[src/rtl/ym_bus_responder.sv]
// PSG-side BDIR/BC1 bus responder: synchronizes the decoder's bus controls, decodes
// AY/YM bus modes, and keeps the masked 16-entry register file the sound core reads.
//
// state | meaning
// IDLE  | bus inactive (BDIR=0, BC1=0)
// READ  | CPU reading the latched register (BDIR=0, BC1=1)
// WRITE | CPU writing the latched register (BDIR=1, BC1=0)
// LATCH | CPU latching a register address (BDIR=1, BC1=1)
module ym_bus_responder #(
    parameter int         SYNC_STAGES = 2,
    parameter logic [3:0] ADDR_HI     = 4'h0,
    parameter logic       CHIP_ID     = 1'b0
) (
    input  logic       cpu_clock,
    input  logic       reset,
    input  logic       bdir,
    input  logic       bc1,
    input  logic       chip_sel,
    input  logic [7:0] d_in,
    output logic [7:0] d_out,
    output logic       d_oe,
    input  logic [3:0] core_addr,
    output logic [7:0] core_data,
    output logic       wr_strobe,
    output logic [3:0] wr_addr,
    output logic       env_restart
);

    typedef enum logic [1:0] {
        IDLE  = 2'b00,
        READ  = 2'b01,
        WRITE = 2'b10,
        LATCH = 2'b11
    } mode_t;

    logic [SYNC_STAGES-1:0] bdir_q;
    logic [SYNC_STAGES-1:0] bc1_q;
    logic [SYNC_STAGES-1:0] cs_q;
    logic [7:0]             d_q;
    logic [7:0]             captured;
    logic                   cap_valid;
    logic [3:0]             addr;
    logic                   pend_wr;
    logic [3:0]             pend_addr;
    logic [7:0]             regs [16];
    mode_t                  state;
    mode_t                  mode;
    logic                   selected;

    function automatic logic [7:0] reg_mask(input logic [3:0] a);
        case (a)
            4'd1, 4'd3, 4'd5, 4'd13:  reg_mask = 8'h0F;
            4'd6, 4'd8, 4'd9, 4'd10:  reg_mask = 8'h1F;
            default:                  reg_mask = 8'hFF;
        endcase
    endfunction

    assign mode      = mode_t'({bdir_q[SYNC_STAGES-1], bc1_q[SYNC_STAGES-1]});
    assign selected  = (cs_q[SYNC_STAGES-1] == CHIP_ID);
    assign core_data = regs[core_addr] & reg_mask(core_addr);

    always_ff @(posedge cpu_clock) begin
        if (reset) begin
            bdir_q      <= '0;
            bc1_q       <= '0;
            cs_q        <= '0;
            d_q         <= 8'h00;
            captured    <= 8'h00;
            cap_valid   <= 1'b0;
            addr        <= 4'h0;
            pend_wr     <= 1'b0;
            pend_addr   <= 4'h0;
            state       <= IDLE;
            d_out       <= 8'h00;
            d_oe        <= 1'b0;
            wr_strobe   <= 1'b0;
            wr_addr     <= 4'h0;
            env_restart <= 1'b0;
            for (int i = 0; i < 16; i++) regs[i] <= 8'h00;
        end else begin
            bdir_q <= {bdir_q[SYNC_STAGES-2:0], bdir};
            bc1_q  <= {bc1_q[SYNC_STAGES-2:0], bc1};
            cs_q   <= {cs_q[SYNC_STAGES-2:0], chip_sel};
            d_q    <= d_in;
            state  <= mode;

            // Strobes trail the register update by one cycle.
            wr_strobe   <= pend_wr;
            env_restart <= pend_wr && (pend_addr == 4'd13);
            if (pend_wr) wr_addr <= pend_addr;
            pend_wr <= 1'b0;

            d_oe  <= (mode == READ) && selected;
            d_out <= ((mode == READ) && selected) ? (regs[addr] & reg_mask(addr)) : 8'h00;

            // Act on the trailing edge of a mode, like the real chip.
            if (state != mode) begin
                cap_valid <= 1'b0;
                if (cap_valid && state == LATCH && captured[7:4] == ADDR_HI)
                    addr <= captured[3:0];
                if (cap_valid && state == WRITE) begin
                    regs[addr] <= captured & reg_mask(addr);
                    pend_wr    <= 1'b1;
                    pend_addr  <= addr;
                end
            end else if ((state == WRITE || state == LATCH) && selected) begin
                captured  <= d_q;
                cap_valid <= 1'b1;
            end
        end
    end

endmodule

[config.mk]
export PLATFORM = sky130hd
export DESIGN_NAME = ym_bus_responder
export DESIGN_NICKNAME = d
export VERILOG_FILES = /design/src/rtl/ym_bus_responder.sv
export SDC_FILE = /design/constraint.sdc
export NUM_CORES = 1
export LEC_CHECK = 0
export ABC_AREA = 1
export CAP_MARGIN = 0
export CORE_ASPECT_RATIO = 0.9
export CORE_MARGIN = 2
export CORE_UTILIZATION = 51
export DETAILED_ROUTE_END_ITERATION = 8
export PLACE_DENSITY = 0.65
export SLEW_MARGIN = 20
export SYNTH_ARGS = -nofsm -noshare
export SYNTH_HDL_FRONTEND = slang
export SYNTH_SLANG_ARGS = --single-unit
[constraint.sdc]
create_clock -name cpu_clock -period 2.8 [get_ports cpu_clock]
set_input_delay 0.7 -clock cpu_clock [delete_from_list [all_inputs] [get_ports cpu_clock]]
set_output_delay 0.7 -clock cpu_clock [all_outputs]
set_load 0.01 [all_outputs]
======== After elaboration in Yosys (flattened, before gate mapping) ========
Memory sizes are Yosys's and may differ from the RTL's. A register that Yosys moved wholly into a read port is not among the register bits.
Cells that the tools add are included.
word-level totals
  register bits ........................... 49
  bits in writable memories ............... 128
  memory bits (read-only) ................. 192
  memories kept ........................... 4
operators by class
  equal/unequal tests ..................... 5
  mux-type cells .......................... 19
  bitwise logic cells ..................... 6
  reductions and logical operators ........ 14
memory list
  name             depth  width  rd ports  clocked after memory_dff  write ports  RTL line  text
  regs             16     8      2         1                         16           45        logic [7:0] regs [16];
  (no name shown)  16     4      1         1                         0            51        case (a)
  (no name shown)  16     4      1         1                         0            51
  (no name shown)  16     4      1         0                         0            51
operators by type and width
  cell                count
  $mux 8              5
  $mux 4              7
  $and 8x8->8         3
  $reduce_or 8->1     1
  $mux 1              7
  $logic_and 1x1->1   6
  $reduce_and 2->1    3
  $eq 2x2->1 const B  2
  $eq 4x4->1 const B  1
  $logic_not 4->1     1
  $reduce_or 2->1     2
  $not 1->1           3
  $eq 2x1->1 const B  1
  $ne 2x2->1          1
  $logic_or 1x1->1    1

======== Logic depth before layout (Yosys ltp) ========
Gate-level depths: netlist of run 1.
  depth after elaboration ................. 8
  gate-level depth with buffers ........... 13
  depth with buffers taken out ............ 13

======== Worst setup path after synthesis of run 1 ========
Ideal clock, no wire load.
  path kind ............................... input port to output port
  start ................................... in core_addr[1]
  end ..................................... out core_data[6]
  arrival ................................. 1.820 ns
  required time ........................... 2.100 ns
  path slack .............................. 0.280 ns
  stages .................................. 7
  cell sequence ........................... inv_1 clkbuf_1 ha_1 a21oi_1 o21ai_0 nand2_1 nor2_1
on the way
  longest elaborated chain between the ends .. 2
  elaborated cells between the ends (all ways) .. 3
  classes of those cells .................. 1 x bitwise; 2 x memory
RTL lines
  item                                          RTL line  text
  start: declaration                            22        input logic [3:0] core_addr,
  $mem_v2 16x8 or $mem_v2 16x4 (tied branches)  n/a
  $and 8x8->8 *                                 60        assign core_data = regs[core_addr] & reg_mask(core_addr);
  end: declaration                              23        output logic [7:0] core_data,
Every way passes the cells marked *; elsewhere a longest branch is shown, timed or not.

======== Final worst setup path of run 1 ========
  start ................................... in core_addr[0]
  end ..................................... out core_data[1]
on the way
  longest elaborated chain between the ends .. 2
RTL lines
  item          RTL line
  $mem_v2 16x8  n/a
  $and 8x8->8   60
No other way between the ends.

==> metrics.txt, run 1 <==
clock tree from TritonCTS=yes; DR pass1 iterations=5; clock-pin transition on the worst setup and hold timing paths=0.07 ns; chain of cells forming the critical path=buf_4 > buf_12 > buf_4 > a21oi_1 > o21ai_0 > nand3_1 > nand3_1 > nand2_1 > dlygate4sd2_1; overflow left after global routing=0; core region area=0.01689 sq mm; Post-Syn Area per Cell=8.484 sq um; die area=between 0.015 and 0.02 sq mm; Via Count=around 7500; adder-cell share of the synthesized area=0.004258; CTS sink count=183; Power per Cell Area=559.5 mW/mm^2; max_slew headroom=0.3747; initial DRC count=760; Buffers & Inverters on Critical Path=4; number of warnings issued by yosys=0; starting density of the core=0.5219; leading cell type in the layout, fill and taps excluded=sky130_fd_sc_hd__nor2_1; Netlist cell types=26; antenna-violating nets left=0; H-tree levels=4; data required time at the worst endpoint=2.10 ns; maximum capacitance violations=0; DRC violations left=0; Setup Viol. Count Final=0; Routed Wire Length=approximately 25000 um; Setup CP Type=primary input to output pin; Top delay family on crit path=buffers and inverters; fraction of layout instances using a drive strength above 1=0.1054; post-synthesis instance area=0.008815 sq mm; post-synthesis instance total=about 1000; synthesized net count=1059; antenna violations before repair=0; number of cells in the finished layout apart from fillers=1312; area fraction in compound gates after synthesis=0.1509; maximum vdd drop=roughly 0.53 mV; share of the clock period used by the worst path=0.9707; pin slew with the least headroom to its limit=0.9379 ns; final net count=1108; placed cell count=1277; number of hold buffers added after CTS=0; clock skew after layout=0.01415 ns; slowest stage cell on the critical path=sky130_fd_sc_hd__dlygate4sd2_1; Antenna Cells=0; relative area change from synthesis to final layout=16.04%; share of the yosys chip area belonging to registers=0.5610; Final Max Slew Viols=0; number of global-route vias before repair=6826; static leakage power=0.003959 uW; unrepaired setup endpoints after global routing=false; maximum frequency from static timing analysis=~370 MHz; mean number of vias per cell=between 5 and 6; Fin Setup TNS=0 ns; worst slack on hold paths=slightly above 0.4 ns; largest net degree at the start of global routing=103; Vert. Die Dim=128.7 um; number of buffers on the longest clock path=2; WL per Instance=19.20 um; outcome=finished clean; global-route total usage across every layer=0.2832; most frequently used flop master after synthesis=sky130_fd_sc_hd__edfxtp_1; most frequent cells in the layout=sky130_fd_sc_hd__nor2_1 (231), sky130_fd_sc_hd__nand2_1 (132), sky130_fd_sc_hd__edfxtp_1 (128), sky130_fd_sc_hd__o21ai_0 (115), sky130_fd_sc_hd__inv_1 (92); area share of xor/xnor cells in the synthesized design=0; root buf cell=sky130_fd_sc_hd__clkbuf_16; wire length of the first global-routing pass=38440 um; port bufs=39; Worst Hold Class=flop to flop; share of synthesized cell area in and, or, nand and nor gates=0.2146; worst skew pair latency=0.43 ns; standard-cell rows=45; fraction of synthesis flops using an asynchronous set or reset pin=0; placed wire-length estimate=roughly 18000 um; Critical Path Sink Type=output pin; main combinational cell family by area after synthesis=simple AND/OR/NAND/NOR gates; total design power=5723 uW; DIE WIDTH=142.6 um; post-synthesis sequential element count=183; Arrival @ worst endpoint=2.02 ns; Min Clock Period, post-route=2.718 ns; Placer Congestion=slightly above 0.9; maximum fanout count along the critical path=24; startpoint type of the worst setup path=primary input; Num CTS Buffers=17; portion of netlist area occupied by mux cells=0; top-level I/O count=40; hold violation count in the final report=0; maximum cell stage delay along the critical path=roughly 0.26 ns; EDFF count, synth=128
## cells by family after synthesis
group,Yosys count
buffers and inverters,160
AND/OR/NAND/NOR,453
flip-flops,183
AO/OA/AOI/OAI,240
adder cells (fa/ha/maj),3
## power breakdown
group / leakage, uW / total, uW / internal, uW / switching (uW)
registers: 0.00177 / 3010 / 2960 / 49.5
logic: 0.00193 / 412 / 150 / 262
clock network: 0.000262 / 2300 / 1240 / 1060
## state kept, by name (all words and copies together), names as in the netlist, 2 cells and up, named ones only
name       cells
regs         128
cs_q           2
bc1_q          2
wr_addr        4
state          2
d_q            8
pend_addr      4
addr           4
d_out          8
bdir_q         2
captured       8
## cells in the mapped netlist, drive strengths merged (3+ instances only)
cell type,count,share of area
nor2,232,0.099
nand2,152,0.070
edfxtp,128,0.44
o21ai,116,0.066
inv,95,0.040
a21oi,71,0.040
nand3,62,0.035
dfxtp,55,0.12
clkbuf,45,0.019
o211ai,38,0.032
buf,14,0.0071
o22ai,7,0.0050
clkinv,6,0.0026
o2111ai,5,0.0050
ha,3,0.0043
nor3,3,0.0055
## path summary, 6_finish.rpt
| check | cells after the start | from | slack [ns] | endpoint |
|---|---|---|---|---|
| worst max-delay path | 9 | core_addr[0] | 0.08 | core_data[1] |
| worst min-delay path | 2 | cs_q[0]$_SDFF_PP0_ | 0.40 | cs_q[1]$_SDFF_PP0_ |
| worst max register to register | 8 | state[0]$_SDFF_PP0_ | 0.58 | regs[5][3]$_SDFFCE_PN0P_ |
| worst min register to register | 2 | cs_q[0]$_SDFF_PP0_ | 0.40 | cs_q[1]$_SDFF_PP0_ |
## worst register-to-register path, cell delays in order, from the launching register on
cell and delay (ns):
sky130_fd_sc_hd__dfxtp_1 0.38, sky130_fd_sc_hd__inv_1 0.05, sky130_fd_sc_hd__nand2_1 0.06, sky130_fd_sc_hd__nand2_1 0.09, sky130_fd_sc_hd__nand2_4 0.13, sky130_fd_sc_hd__nand3_1 0.31
sky130_fd_sc_hd__nor3_4 0.34, sky130_fd_sc_hd__nand2_2 0.19, sky130_fd_sc_hd__nand2_1 0.35
## per-layer routing
layer	track usage	vias to the layer above	part of all wire
li1	-	3594	-
met1	0.3979	3528	0.45
met2	0.4471	309	0.45
met3	0.04913	39	0.075
met4	0.1013	0	0.026
met5	0	-	0
## metrics by stage
stage                     utilization  setup WS (ns)  cell area [sq um]
after detailed placement       0.5705        -0.5881               9637
final                          0.6056        0.08198              10230
after global routing           0.6056       0.008674              10230
after floorplan                     -         0.2796               8815
after CTS                      0.6040       -0.05835              10200
after global placement         0.5705        -0.5859               9637
## timing repair
item,in CTS,in global routing
cloned,0,0
pin swaps,3,1
gates resized for setup,19,13
endpoints found under the setup margin,8,8
buffers inserted,1,2
## area by class of cell
class	instances	area, sq um
inverter	101	380.4
clock buffer	19	432.9
clock inverter	13	121.4
tap	211	264.0
fill	1538	6663
multi-input combinational	696	3271
sequential	183	4946
timing repair buffer	89	813.3
Power figures use the tool's default switching activity.
==> run 2: changes to the inputs <==
==> constraint.sdc (replaced) <==
create_clock -name cpu_clock -period 2.6 [get_ports cpu_clock]
set_input_delay 0.65 -clock cpu_clock [delete_from_list [all_inputs] [get_ports cpu_clock]]
set_output_delay 0.65 -clock cpu_clock [all_outputs]
set_load 0.01 [all_outputs]
==> run 2 against run 1 <==
Against the previous run:
- die area stayed put
- via count is 1.2% higher
- power is 11% higher
- sequential power is 8.0% higher
- global-route usage is 0.63 points higher
- critical path type unchanged
- clock power is 15% higher
- critical path depth is 1 lower
- final cell count is 1.1% higher
- first-iteration DRC count is 17% higher
- wire length is 0.54% higher
- clock skew is 0.0031 ns lower
==> metrics.txt, run 2 (synthesis results as in run 1) <==
outcome=finished clean; mean number of vias per cell=5.703; Critical Path Sink Type=output pin; maximum cell stage delay along the critical path=0.28 ns; worst reg-to-reg path cell count=6; WL per Instance=19.10 um; starting density of the core=0.5219; Top delay family on crit path=buffers and inverters; largest net degree at the start of global routing=between 100 and 150; Post-DP Area=0.009744 sq mm; worst reg-to-reg setup slack=0.52 ns; startpoint type of the worst setup path=primary input; Setup CP Type=primary input to output pin; Power per Cell Area=slightly above 600 mW/mm^2; cell mode on critical path=sky130_fd_sc_hd__buf_4; share of power burned in combinational logic=0.075; overflow left after global routing=0; share of the clock period used by the worst path=0.9780; max_slew headroom=0.4115; number of buffers on the longest clock path=2; static leakage power=0.004094 uW; root buf cell=sky130_fd_sc_hd__clkbuf_16; wire length of the first global-routing pass=slightly below 40000 um; clock-pin transition on the worst setup and hold timing paths=about 0.070 ns; DR pass1 iterations=6; fraction of power consumed by the clock network=0.416; antenna violations before repair=0; Antenna Cells=0; count of fill cells added during filler insertion=around 1400; maximum capacitance violations=0; Routed Wire Length=approximately 25000 um; initial DRC count=890; pin slew with the least headroom to its limit=0.8773 ns; post-route standard cell area excluding fillers=around 0.011 sq mm; standard-cell rows=45; Most flops, register=regs; hold path start=bc1_q[0]$_SDFF_PP0_; Num CTS Buffers=17; Fin Setup TNS=0 ns; Switching Share=0.2317; most frequent cells in the layout=sky130_fd_sc_hd__nor2_1 (231), sky130_fd_sc_hd__nand2_1 (132), sky130_fd_sc_hd__edfxtp_1 (128), sky130_fd_sc_hd__o21ai_0 (108), sky130_fd_sc_hd__inv_1 (92); CTS sink count=183; sequential fraction of design power=0.509; data required time at the worst endpoint=between 1.5 and 2 ns; clock tree from TritonCTS=yes; chain of cells forming the critical path=dlygate4sd2_1 > buf_4 > buf_4 > o2111ai_2 > nand3_2 > nand2_1 > nor2_2 > clkdlybuf4s15_2; count of cells along the worst hold path=2; Buffers & Inverters on Critical Path=4; relative area change from synthesis to final layout=19.40%; die area=roughly 0.018 sq mm; total design power=6379 uW; slowest stage cell on the critical path=sky130_fd_sc_hd__dlygate4sd2_1; clock skew after layout=0.01101 ns; hold violation count in the final report=0; DRC violations left=0; Via Count=~7600; unrepaired setup endpoints after global routing=false; port bufs=39; final core utilization=0.6231; number of global-route vias before repair=6880; worst skew pair latency=0.44 ns; top-level I/O count=40; DIE WIDTH=between 100 and 150 um; core region area=0.01689 sq mm; maximum fanout count along the critical path=5; Final Max Slew Viols=0; Arrival @ worst endpoint=1.89 ns; combined flip-flop and latch cell area=0.004946 sq mm; FF-to-FF Start=state[1]$_SDFF_PP0_; leading cell type in the layout, fill and taps excluded=sky130_fd_sc_hd__nor2_1; worst flop-to-flop path endpoint=regs[0][1]$_SDFFCE_PN0P_; total area of multi-input combinational cells=0.003328 sq mm; placed wire-length estimate=between 15000 and 20000 um; switching power of the nets=1478 uW; max reg flops=128; H-tree levels=4; number of hold buffers added after CTS=0; Pint=between 4000 and 5000 uW; Min Clock Period, post-route=~2.5 ns; Worst Hold Endpoint=bc1_q[1]$_SDFF_PP0_; antenna-violating nets left=0; maximum vdd drop=0.5709 mV; Setup Viol. Count Final=0; global-route total usage across every layer=0.2895; fraction of layout instances using a drive strength above 1=0.1283; final net count=1122; Placer Congestion=roughly 0.96; maximum frequency from static timing analysis=393.3 MHz; Vert. Die Dim=around 130 um; Worst Hold Class=flop to flop
-- run 2: cell types whose count changed in the layout (fill, tap and decap cells not counted), sizes merged --
cell,before,now
bufinv,1,3
buf,51,69
clkdlybuf4s15,1,2
clkinv,9,11
inv,100,98
dlygate4sd2,7,1
clkbuf,21,22
clkinvlp,4,2
-- run 2: power by group through the flow --
stage | registers, uW | clock network [uW] | logic (uW)
after floorplan | 3280 | 0 | 252
after global placement | 3310 | 0 | 440
after detailed placement | 3310 | 0 | 442
after CTS | 3240 | 2670 | 463
after global routing | 3250 | 2790 | 525
final | 3250 | 2650 | 478
-- run 2: area by class of cell --
class / instances / share of cell area
Tap cell: 211 / 0.02508
Sequential cell: 183 / 0.4699
Inverter: 101 / 0.03673
Clock inverter: 13 / 0.01617
Timing Repair Buffer: 103 / 0.09475
Clock buffer: 19 / 0.04113
Multi-Input combinational cell: 696 / 0.3162
-- run 2: how the worst max path moves through the flow --
stage                 startpoint      endpoint  slack, ns  cells past startpoint
floorplan           core_addr[1]  core_data[6]       0.18                      7
finish              core_addr[2]  core_data[7]       0.06                      8
CTS                 core_addr[1]  core_data[2]      -0.05                     10
detailed placement  core_addr[1]  core_data[6]      -0.67                      8
global route        core_addr[2]  core_data[7]      0.004                      8
global placement    core_addr[1]  core_data[6]      -0.68                      8
-- run 2: through the flow --
step / setup slack (ns) / std cells / hold WS (ns)
after floorplan: 0.1796 / 1039 / 0.3883
after global placement: -0.6800 / 1288 / 0.3943
after detailed placement: -0.6711 / 1288 / 0.3961
after CTS: -0.05118 / 1325 / 0.4083
after global routing: 0.004024 / 1326 / 0.4186
final: 0.05720 / 1326 / 0.4042
-- run 2: per-layer routing --
| metal | GRT usage | routed length [um] | part of all wire |
|---|---|---|---|
| met1 | 0.4112 | 11370 | 0.45 |
| met2 | 0.4573 | 11440 | 0.45 |
| met3 | 0.05173 | 1967 | 0.078 |
| met4 | 0.09086 | 556 | 0.022 |
| met5 | 0 | 0 | 0 |
-- run 2: worst register-to-register path: cells and delay by family, from the launching register on --
family           cells  cell delay (ns)
DFF                  1             0.40
and+or+nand+nor      6             1.32
-- run 2: timing repair --
| item | CTS | global route |
|---|---|---|
| cloned | 1 | 1 |
| endpoints found under the setup margin | 8 | 8 |
| buffers inserted | 4 | 0 |
| gates resized for setup | 60 | 12 |
| pin swaps | 10 | 1 |
==> run 3: changes to the inputs <==
--- a/config.mk
+++ b/config.mk
@@ -12,6 +12,7 @@
 export CORE_UTILIZATION = 51
 export DETAILED_ROUTE_END_ITERATION = 8
 export PLACE_DENSITY = 0.65
+export REMOVE_ABC_BUFFERS = 1
 export SLEW_MARGIN = 20
 export SYNTH_ARGS = -nofsm -noshare
 export SYNTH_HDL_FRONTEND = slang
==> run 3 against run 2 <==
Against the previous run:
- maximum frequency is 0.46% lower
- power is 2.6% lower
- combinational power is 0.8% higher
- clock power is 6% lower
- critical path depth is 1 lower
- critical endpoint is now core_data[0]
- largest cell class unchanged
==> metrics.txt, run 3 (synthesis results as in run 1) <==
leading cell type in the layout, fill and taps excluded=sky130_fd_sc_hd__nor2_1; hold violation count in the final report=0; outcome=finished clean; placed cell count=1292; Setup CP Type=primary input to output pin; Pint=between 4000 and 5000 uW; pin slew with the least headroom to its limit=0.9517 ns; Final Max Slew Viols=0; antenna violations before repair=0; DRC violations left=0; wire length of the first global-routing pass=37750 um; unrepaired setup endpoints after global routing=true; share of power burned in combinational logic=0.078; standard-cell rows=between 40 and 50; starting density of the core=0.5219; Placer Congestion=0.9057; CTS sink count=183; clock-pin transition on the worst setup and hold timing paths=0.06 ns; number of global-route vias before repair=7106; post-route standard cell area excluding fillers=0.01051 sq mm; combined flip-flop and latch cell area=0.004946 sq mm; max_slew headroom=0.3655; maximum capacitance violations=0; data required time at the worst endpoint=1.95 ns; total area of multi-input combinational cells=0.003279 sq mm; clock tree from TritonCTS=yes; maximum frequency from static timing analysis=391.5 MHz; Routed Wire Length=23980 um; Post-DP Area=between 0.009 and 0.01 sq mm; worst skew pair latency=0.43 ns; Min Clock Period, post-route=approximately 2.6 ns; most frequent cells in the layout=sky130_fd_sc_hd__nor2_1 (232), sky130_fd_sc_hd__nand2_1 (132), sky130_fd_sc_hd__edfxtp_1 (128), sky130_fd_sc_hd__o21ai_0 (110), sky130_fd_sc_hd__inv_1 (92); Switching Share=0.2299; Worst Hold Class=flop to flop; Most flops, register=regs; switching power of the nets=1429 uW; port bufs=39; number of buffers on the longest clock path=2; sequential fraction of design power=0.521; Antenna Cells=0; overflow left after global routing=0; fraction of layout instances using a drive strength above 1=0.1162; top-level I/O count=40; Num CTS Buffers=17; Arrival @ worst endpoint=1.90 ns; worst slack on hold paths=between 0.4 and 0.5 ns; Power per Cell Area=a little under 600 mW/mm^2; max reg flops=128; share of the clock period used by the worst path=0.9825; clock skew after layout=0.008939 ns; final net count=1126; total design power=6214 uW; global-route total usage across every layer=0.2742; DIE WIDTH=142.6 um; number of cells in the finished layout apart from fillers=1330; count of fill cells added during filler insertion=approximately 1500; antenna-violating nets left=0; fraction of power consumed by the clock network=0.402; Via Count=7475; largest net degree at the start of global routing=103; die area=0.01835 sq mm; WL per Instance=18.03 um; DR pass1 iterations=5; initial DRC count=703; Fin Setup TNS=0 ns; placed wire-length estimate=16980 um; H-tree levels=4; core region area=0.01689 sq mm; root buf cell=sky130_fd_sc_hd__clkbuf_16; startpoint type of the worst setup path=primary input; maximum vdd drop=0.5123 mV; relative area change from synthesis to final layout=19.22%; mean number of vias per cell=approximately 5.6; Vert. Die Dim=128.7 um; Critical Path Sink Type=output pin; Setup Viol. Count Final=0; maximum fanout count along the critical path=7; static leakage power=slightly above 0.004 uW
run 3: changes by cell type in the layout (fill, tap and decap cells not counted), moves of 3 or more:
cell	delta
sky130_fd_sc_hd__buf_12	+6
sky130_fd_sc_hd__buf_2	-5
sky130_fd_sc_hd__dlygate4sd2_1	+4
sky130_fd_sc_hd__o2111ai_1	+4
sky130_fd_sc_hd__o2111ai_2	-4
sky130_fd_sc_hd__clkinv_1	+3
run 3: final cells by class:
type | count | area share
Timing Repair Buffer | 107 | 0.1022
Sequential cell | 183 | 0.4707
Multi-Input combinational cell | 696 | 0.3121
Inverter | 101 | 0.03655
Clock buffer | 18 | 0.04084
Tap cell | 211 | 0.02512
Clock inverter | 14 | 0.01262
run 3: critical path: stages:
cell,delay [ns]
sky130_fd_sc_hd__dlygate4sd2_1,0.29
sky130_fd_sc_hd__clkinv_2,0.16
sky130_fd_sc_hd__buf_4,0.20
sky130_fd_sc_hd__nand3_1,0.10
sky130_fd_sc_hd__nand3_2,0.12
sky130_fd_sc_hd__nand2_1,0.10
sky130_fd_sc_hd__dlygate4sd2_1,0.28
run 3: layer usage:
metal / vias up / wire length, um / GRT usage
li1: 3627 / - / -
met4: 0 / 593 / 0.09610
met3: 42 / 1903 / 0.05545
met2: 342 / 11020 / 0.4313
met1: 3464 / 10460 / 0.3825
met5: - / 0 / 0
run 3: power groups by stage:
stage / Clock [uW] / Combinational [uW] / Sequential [uW]
2_1_floorplan: 0 / 215 / 3280
3_3_place_gp: 0 / 468 / 3300
3_5_place_dp: 0 / 472 / 3300
4_1_cts: 2520 / 478 / 3230
5_1_grt: 2650 / 527 / 3240
6_report: 2500 / 482 / 3240
run 3: worst paths after layout:
kind / from / to / slack (ns) / cells past startpoint
max reg2reg: state[0]$_SDFF_PP0_ / regs[4][5]$_SDFFCE_PN0P_ / 0.49 / 8
min: bc1_q[0]$_SDFF_PP0_ / bc1_q[1]$_SDFF_PP0_ / 0.41 / 2
min reg2reg: bc1_q[0]$_SDFF_PP0_ / bc1_q[1]$_SDFF_PP0_ / 0.41 / 2
max: core_addr[2] / core_data[0] / 0.05 / 7
run 3: what timing repair did:
item / CTS / global route
buffers inserted: 6 / 0
hold buffers: 0 / 0
cloned: 0 / 0
pin swaps: 1 / 0
gates resized for setup: 33 / 13
setup endpoints to repair: 8 / 7
run 3: per-stage QoR:
| step | util | setup slack, ns |
|---|---|---|
| final | 0.6221 | 0.04554 |
| after global routing | 0.6221 | -0.04969 |
| after CTS | 0.6222 | 0.02872 |
| after detailed placement | 0.5846 | -0.7045 |
| after global placement | 0.5846 | -0.6794 |
| after floorplan | - | -0.6603 |
